===== src/rtl/pipe_ctrl_unit_pkg.sv =====
// -----------------------------------------------------------------------------
// pipe_ctrl_unit_pkg
//
// Shared definitions for the pipeline sequencer of the 5-stage RISC-V core.
//
// Contents:
//   pipe_state_t    sequencer state encodings (IDLE=0, RUN=1, STEP=2,
//                   DRAIN=3, DONE=4), 3 bits wide
//   PC_SRC_*        next-PC select codes shared with the branch control unit
//   DRAIN_CNT_W     width of the inline drain counter (covers 1..15 cycles)
//   is_advancing()  true for the states in which the pipeline moves forward
// -----------------------------------------------------------------------------
package pipe_ctrl_unit_pkg;

    typedef enum logic [2:0] {
        ST_IDLE  = 3'd0,
        ST_RUN   = 3'd1,
        ST_STEP  = 3'd2,
        ST_DRAIN = 3'd3,
        ST_DONE  = 3'd4
    } pipe_state_t;

    // Next-PC select codes, kept in step with the branch control unit
    localparam logic [1:0] PC_SRC_PLUS4   = 2'b00;
    localparam logic [1:0] PC_SRC_IMM     = 2'b01;
    localparam logic [1:0] PC_SRC_RS1_IMM = 2'b10;

    // DRAIN_CYCLES is at most 15, so the drain counter fits in 4 bits
    localparam int DRAIN_CNT_W = 4;

    // States in which ID/EX, EX/MEM, MEM/WB and architectural writes are enabled
    function automatic logic is_advancing(input pipe_state_t s);
        return (s == ST_RUN) || (s == ST_STEP) || (s == ST_DRAIN);
    endfunction

endpackage


===== src/rtl/pipe_ctrl_unit_sat_counter.sv =====
// -----------------------------------------------------------------------------
// sat_counter
//
// Saturating up-counter with synchronous clear. Used as the executed-cycle
// counter of pipe_ctrl_unit. Once all ones, the count holds rather than wrapping.
//
// Parameters:
//   W       counter width
//
// Ports:
//   clk     in   clock
//   clear   in   synchronous clear, takes priority over enable
//   enable  in   count one when high
//   count   out  current count, W bits
// -----------------------------------------------------------------------------
module sat_counter #(
    parameter int W = 32
) (
    input  logic         clk,
    input  logic         clear,
    input  logic         enable,
    output logic [W-1:0] count
);

    // Clear wins; otherwise step up until every bit is set, then hold
    always_ff @(posedge clk) begin
        if (clear) begin
            count <= '0;
        end else if (enable && (count != {W{1'b1}})) begin
            count <= count + W'(1);
        end
    end

endmodule


===== src/rtl/pipe_ctrl_unit.sv =====
// -----------------------------------------------------------------------------
// pipe_ctrl_unit
//
// Pipeline sequencer for the 5-stage RISC-V core. It owns the global stage
// enables and the per-stage flush/bubble controls. It merges the taken
// branch/jump flush with the load-use stall and runs the debug
// run/step/stop/halt state machine. A halt instruction drains the pipeline
// for DRAIN_CYCLES cycles before o_halted is reported.
//
// Configuration macro:
//   CYCLE_COUNTER_EN  when defined, o_cycle_count counts cycles with
//                     o_pipe_en high (saturating). When undefined,
//                     o_cycle_count is tied to zero and no counter flops exist.
//
// Parameters:
//   DRAIN_CYCLES  cycles the pipeline keeps advancing after a halt (1..15)
//   CNT_W         width of the executed-cycle counter
//
// Ports:
//   i_clk          in   core clock
//   i_rst_n        in   synchronous active-low reset
//   i_flush        in   taken branch/JAL/JALR this cycle
//   i_stall        in   load-use hazard in ID
//   i_halt         in   halt instruction decoded in ID
//   i_dbg_run      in   debug free-run command
//   i_dbg_step     in   debug single-step command
//   i_dbg_stop     in   debug freeze command
//   o_pc_en        out  PC register load enable
//   o_ifid_en      out  IF/ID register enable
//   o_ifid_flush   out  clear IF/ID to NOP
//   o_idex_flush   out  clear ID/EX to NOP (bubble)
//   o_pipe_en      out  enable for later stage registers and arch writes
//   o_halted       out  high once the halt drain has finished
//   o_step_done    out  one-cycle pulse after a single step completes
//   o_cycle_count  out  number of cycles with o_pipe_en high
// -----------------------------------------------------------------------------
module pipe_ctrl_unit
    import pipe_ctrl_unit_pkg::*;
#(
    parameter int DRAIN_CYCLES = 4,
    parameter int CNT_W        = 32
) (
    input  logic             i_clk,
    input  logic             i_rst_n,
    input  logic             i_flush,
    input  logic             i_stall,
    input  logic             i_halt,
    input  logic             i_dbg_run,
    input  logic             i_dbg_step,
    input  logic             i_dbg_stop,
    output logic             o_pc_en,
    output logic             o_ifid_en,
    output logic             o_ifid_flush,
    output logic             o_idex_flush,
    output logic             o_pipe_en,
    output logic             o_halted,
    output logic             o_step_done,
    output logic [CNT_W-1:0] o_cycle_count
);

    // The drain counter starts one below the cycle count so that reaching
    // zero marks the last drain cycle
    localparam logic [DRAIN_CNT_W-1:0] DRAIN_LOAD = DRAIN_CNT_W'(DRAIN_CYCLES - 1);

    pipe_state_t            state;
    pipe_state_t            next_state;
    logic [DRAIN_CNT_W-1:0] drain_cnt;
    logic                   step_done_next;
    logic                   halt_accept;
    logic                   enter_drain;

    // A halt only counts when it is on the correct path (no flush) and has
    // actually left ID (no stall); otherwise it is dropped or retried
    assign halt_accept = i_halt && !i_stall && !i_flush &&
                         ((state == ST_RUN) || (state == ST_STEP));

    assign enter_drain = (state != ST_DRAIN) && (next_state == ST_DRAIN);

    // State register and the registered step-completion pulse
    always_ff @(posedge i_clk) begin
        if (!i_rst_n) begin
            state       <= ST_IDLE;
            o_step_done <= 1'b0;
        end else begin
            state       <= next_state;
            o_step_done <= step_done_next;
        end
    end

    // Drain counter: loaded on the way into DRAIN, counts down while there
    always_ff @(posedge i_clk) begin
        if (!i_rst_n) begin
            drain_cnt <= '0;
        end else if (enter_drain) begin
            drain_cnt <= DRAIN_LOAD;
        end else if ((state == ST_DRAIN) && (drain_cnt != '0)) begin
            drain_cnt <= drain_cnt - DRAIN_CNT_W'(1);
        end
    end

    // Next-state logic for the debug run/step/stop/halt sequencer
    always_comb begin
        next_state     = state;
        step_done_next = 1'b0;
        unique case (state)
            ST_IDLE: begin
                if (i_dbg_run) begin
                    next_state = ST_RUN;
                end else if (i_dbg_step) begin
                    next_state = ST_STEP;
                end
            end
            ST_RUN: begin
                // Stop freezes from the next cycle; this cycle still executes
                if (i_dbg_stop) begin
                    next_state = ST_IDLE;
                end else if (halt_accept) begin
                    next_state = ST_DRAIN;
                end
            end
            ST_STEP: begin
                if (halt_accept) begin
                    next_state = ST_DRAIN;
                end else begin
                    next_state     = ST_IDLE;
                    step_done_next = 1'b1;
                end
            end
            ST_DRAIN: begin
                if (drain_cnt == '0) begin
                    next_state = ST_DONE;
                end
            end
            ST_DONE: begin
                next_state = ST_DONE;
            end
            default: begin
                next_state = ST_IDLE;
            end
        endcase
    end

    // Zero-latency enable and flush outputs. Flush beats stall because the
    // stalled instruction is on the wrong path anyway. During drain only
    // bubbles enter IF/ID while the older instructions run to completion.
    always_comb begin
        o_pc_en      = 1'b0;
        o_ifid_en    = 1'b0;
        o_ifid_flush = 1'b0;
        o_idex_flush = 1'b0;
        unique case (state)
            ST_RUN, ST_STEP: begin
                if (i_flush) begin
                    o_pc_en      = 1'b1;
                    o_ifid_en    = 1'b1;
                    o_ifid_flush = 1'b1;
                    o_idex_flush = 1'b1;
                end else if (i_stall) begin
                    o_idex_flush = 1'b1;
                end else begin
                    o_pc_en   = 1'b1;
                    o_ifid_en = 1'b1;
                end
            end
            ST_DRAIN: begin
                o_ifid_en    = 1'b1;
                o_ifid_flush = 1'b1;
            end
            default: begin
                o_pc_en      = 1'b0;
            end
        endcase
    end

    assign o_pipe_en = is_advancing(state);
    assign o_halted  = (state == ST_DONE);

`ifdef CYCLE_COUNTER_EN
    // Executed-cycle counter, cleared by reset
    sat_counter #(
        .W      (CNT_W)
    ) u_cycle_counter (
        .clk    (i_clk),
        .clear  (!i_rst_n),
        .enable (o_pipe_en),
        .count  (o_cycle_count)
    );
`else
    assign o_cycle_count = '0;
`endif

endmodule


===== config.mk =====
export PLATFORM = sky130hd
export DESIGN_NAME = pipe_ctrl_unit
export DESIGN_NICKNAME = d
export VERILOG_FILES = /design/src/rtl/pipe_ctrl_unit_pkg.sv /design/src/rtl/pipe_ctrl_unit_sat_counter.sv /design/src/rtl/pipe_ctrl_unit.sv
export SDC_FILE = /design/constraint.sdc
export NUM_CORES = 1
export LEC_CHECK = 0
export ABC_AREA = 1
export BUFFER_PORTS_ARGS = -buffer_cell sky130_fd_sc_hd__buf_4
export CAP_MARGIN = 20
export CORE_MARGIN = 3
export CORE_UTILIZATION = 40
export CTS_CLUSTER_SIZE = 12
export DETAILED_ROUTE_END_ITERATION = 7
export GPL_TIMING_DRIVEN = 0
export MAX_ROUTING_LAYER = met4
export PLACE_DENSITY_LB_ADDON = 0.15
export SETUP_SLACK_MARGIN = 0.05
export SYNTH_ARGS = -nofsm -noshare
export SYNTH_HDL_FRONTEND = slang
export SYNTH_SLANG_ARGS = --single-unit

===== constraint.sdc =====
create_clock -name i_clk -period 1.45 [get_ports i_clk]
set_clock_uncertainty 0.15 [all_clocks]
set_input_delay 0.29 -clock i_clk [delete_from_list [all_inputs] [get_ports i_clk]]
set_output_delay 0.29 -clock i_clk [all_outputs]
set_load 0.02 [all_outputs]

==> metrics.md <==
| Metric | Value |
|---|---|
| Outcome | complete, but fails checks |
| Failing checks | negative setup slack |
| Total CTS buffers | 3 |
| Switch share | 0.376 |
| Clock share of power | 0.216 |
| Final HPWL DP | 1310 microns |
| RSZ-0062 raised after global routing | yes |
| CTS clk-pin slew, worst paths | 60 ps |
| Total Routing Usage GR | 0.159 |
| Sequential power share | 0.304 |
| Sequential area share after synthesis | 0.208 |
| Cell Area, Placed | 1030 sq um |
| WL final | ~2100 microns |
| CP arrival | roughly 1200 ps |
| Met2 wire length | between 1000 and 1500 microns |
| Die Y | between 40 and 50 microns |
| CP peak stage delay | around 360 ps |
| Initial antenna violation count | 0 |
| Critical path's slowest cell | dfxtp_4 |
| Final Core Density | 0.729 |
| PwrDens | 611 nW/um^2 |
| Commonest non-fill, non-tap cell in the layout | buf_4 |
| Post-route cell area | about 1300 sq um |
| Peak Freq | 0.627 GHz |
| Avg WL per Cell | about 10 microns |
| Synth warnings | 0 |
| Metal-1 WL | 745 microns |
| Fin. max-slew vios | 0 |
| Area of the multi-input gates | approximately 500 sq um |
| Register area | approximately 170 sq um |
| Die area | 2490 sq um |
| Initial DRC count | 25 |
| Yosys reg bits | 8 |
| Hold Path Class | in2reg |
| Setup ws final | -145 ps |
| WL met3 | approximately 150 microns |
| Crit path cell chain | inv_2 -> nand3_2 -> nand2_2 -> inv_2 -> o21ai_2 -> buf_6 |
| Max clock buf depth | 2 |
| CP delay by family, top | flip-flops |
| First-pass GRT wire length | ~3000 microns |
| Startpoint types | register |
| Vias in the first global route | 743 |
| Crit Path Class | reg2out |
| Setup WS pre-CTS | -57.0 ps |
| Max layer used | met4 |
| Initial Util | 0.436 |
| Critical path's most frequent cell | inv_2 |
| Final net count | slightly below 200 |
| Drc violations | 0 |
| Crit path from | state[1] |
| Distinct cells, synth | 20 |
| Leak | approximately 0.00076 uW |
| Routability cong. | roughly 0.8 |
| Rows | 15 |
| Synthesized area | approximately 770 sq um |
| Setup crit end kind | primary output |
| Sink Count | 8 |
| Fin Setup TNS | -675 ps |
| Switching pwr | 295 uW |
| Fin. Hold Viols | 0 |
| Cells after Synth | 120 |
| Port Buffer Count | 14 |
| GR Overflow Total | 0 |
| Combinational fraction of design power | 0.480 |
| Worst skew pair latency | around 250 ps |
| DR vias | between 800 and 900 |
| Diode count | 0 |
| Critical path fanouts, max | 5 |
| Max VDD drop | 500 uV |
| Worst path required time | a little over 1000 ps |
| Leading cell types in the layout, fill and taps excluded | buf_4 (56), conb_1 (32), nand2_1 (13) |
| # setup viols final | 7 |
| CTS tree | built |
| DR pass1 iterations | 4 |
| Core box area | roughly 1800 sq um |
| Num ports | 47 |
| Via-to-Cell Ratio | between 4 and 5 |
| Die X | between 40 and 50 microns |
| Routed Antenna Nets | 0 |
| RR Startpoint | state[0] |
| Area growth, synth to finish | 67.2% |
| CP Buf/Inv Count | 3 |
| Syn_area_per_cell | approximately 6.4 sq um |
| CTS H-Tree Depth | 1 |
| Clock root buffer master | clkbuf_4 |
| Fin crit share | 1.10 |
| Internal | roughly 500 uW |
| Min-delay src | i_rst_n |
| Layout cell share with drive strength beyond 1 | 0.538 |
| Largest net degree at the start of global routing | 7 |
| Max Cap Viol | 0 |
| FILL cells | 140 |
| Post-route minimum period | between 1500 and 2000 ps |
| Tot Pwr | roughly 790 uW |
[cells by family (layout without fill, tap and decap cells)]
group                    Yosys count  count (layout)  share of synthesized area
flip-flops                         8               8                      0.208
other                              1              32                    0.00487
buffers and inverters             50              83                      0.402
AO/OA/AOI/OAI                      8               8                     0.0520
adder cells (fa/ha/maj)            1               1                     0.0163
AND/OR/NAND/NOR                   52              52                      0.317
[Yosys cell counts]
library cell,instances,area share
inv_1,15,0.073
nor3_1,3,0.020
nor2_4,1,0.015
o21ai_1,1,0.0065
nand3_1,11,0.072
a21oi_1,4,0.026
o21ai_0,3,0.020
nor2_2,1,0.0081
nor2_1,16,0.078
nand4_1,1,0.0081
nand2_1,15,0.073
nand2_2,2,0.016
dfxtp_1,8,0.21
inv_2,2,0.0098
nand3_2,1,0.013
buf_4,32,0.31
clkinv_2,1,0.0065
nand2_4,1,0.015
conb_1,1,0.0049
ha_1,1,0.016
[state kept, by name, summed over array words and instances, names as in the netlist]
| register | count |
|---|---|
| drain_cnt | 4 |
| o_step_done | 1 |
| state | 3 |
[metrics by stage]
step / cells / hold slack, ps
after global routing: 209 / 199
after floorplan: 151 / 278
after CTS: 209 / 169
final: 209 / 176
after detailed placement: 190 / 347
after global placement: 190 / 336
[worst paths after layout]
| check | slack (ps) | depth (start not counted) | to |
|---|---|---|---|
| setup / recovery | -140 | 6 | o_ifid_flush |
| hold / removal | 180 | 3 | state[2] |
| setup reg to reg | -20 | 8 | state[2] |
| hold reg to reg | 400 | 2 | drain_cnt[2] |
[routing by layer]
metal | global-route usage | up-vias
met2 | 0.300 | 42
li1 | - | 435
met1 | 0.151 | 375
met5 | - | -
met4 | 0.0645 | 0
met3 | 0.0393 | 4
[power by group through the flow]
stage                     combinational, uW  sequential (uW)  clock [uW]
after CTS                               336              237         173
after global placement                  283              243           0
final                                   377              239         170
after global routing                    405              239         188
after floorplan                         228              242           0
after detailed placement                287              244           0
[layout make-up]
| class | count | share of cell area |
|---|---|---|
| multi-input combinational | 93 | 0.390 |
| timing repair buffer | 30 | 0.193 |
| buffer | 32 | 0.187 |
| sequential | 8 | 0.133 |
| inverter | 18 | 0.0554 |
| tap | 25 | 0.0243 |
| clock buffer | 3 | 0.0175 |
[worst reg2reg max path: stages, from the launching register on]
cell	delay (ps)
dfxtp_4	370
buf_6	130
nor2_4	110
nand2_2	70
buf_4	130
buf_4	120
buf_4	120
buf_4	120
a21oi_2	100
[what timing repair did]
| item | 4_1_cts | 5_1_grt |
|---|---|---|
| setup buffers | 16 | 1 |
| hold endpoints to repair | 0 | 0 |
| gates resized for setup | 21 | 19 |
| pin swaps | 6 | 7 |
| endpoints found under the setup margin | 6 | 13 |
| hold buffers | 0 | 0 |
Power figures use the tool's default switching activity.
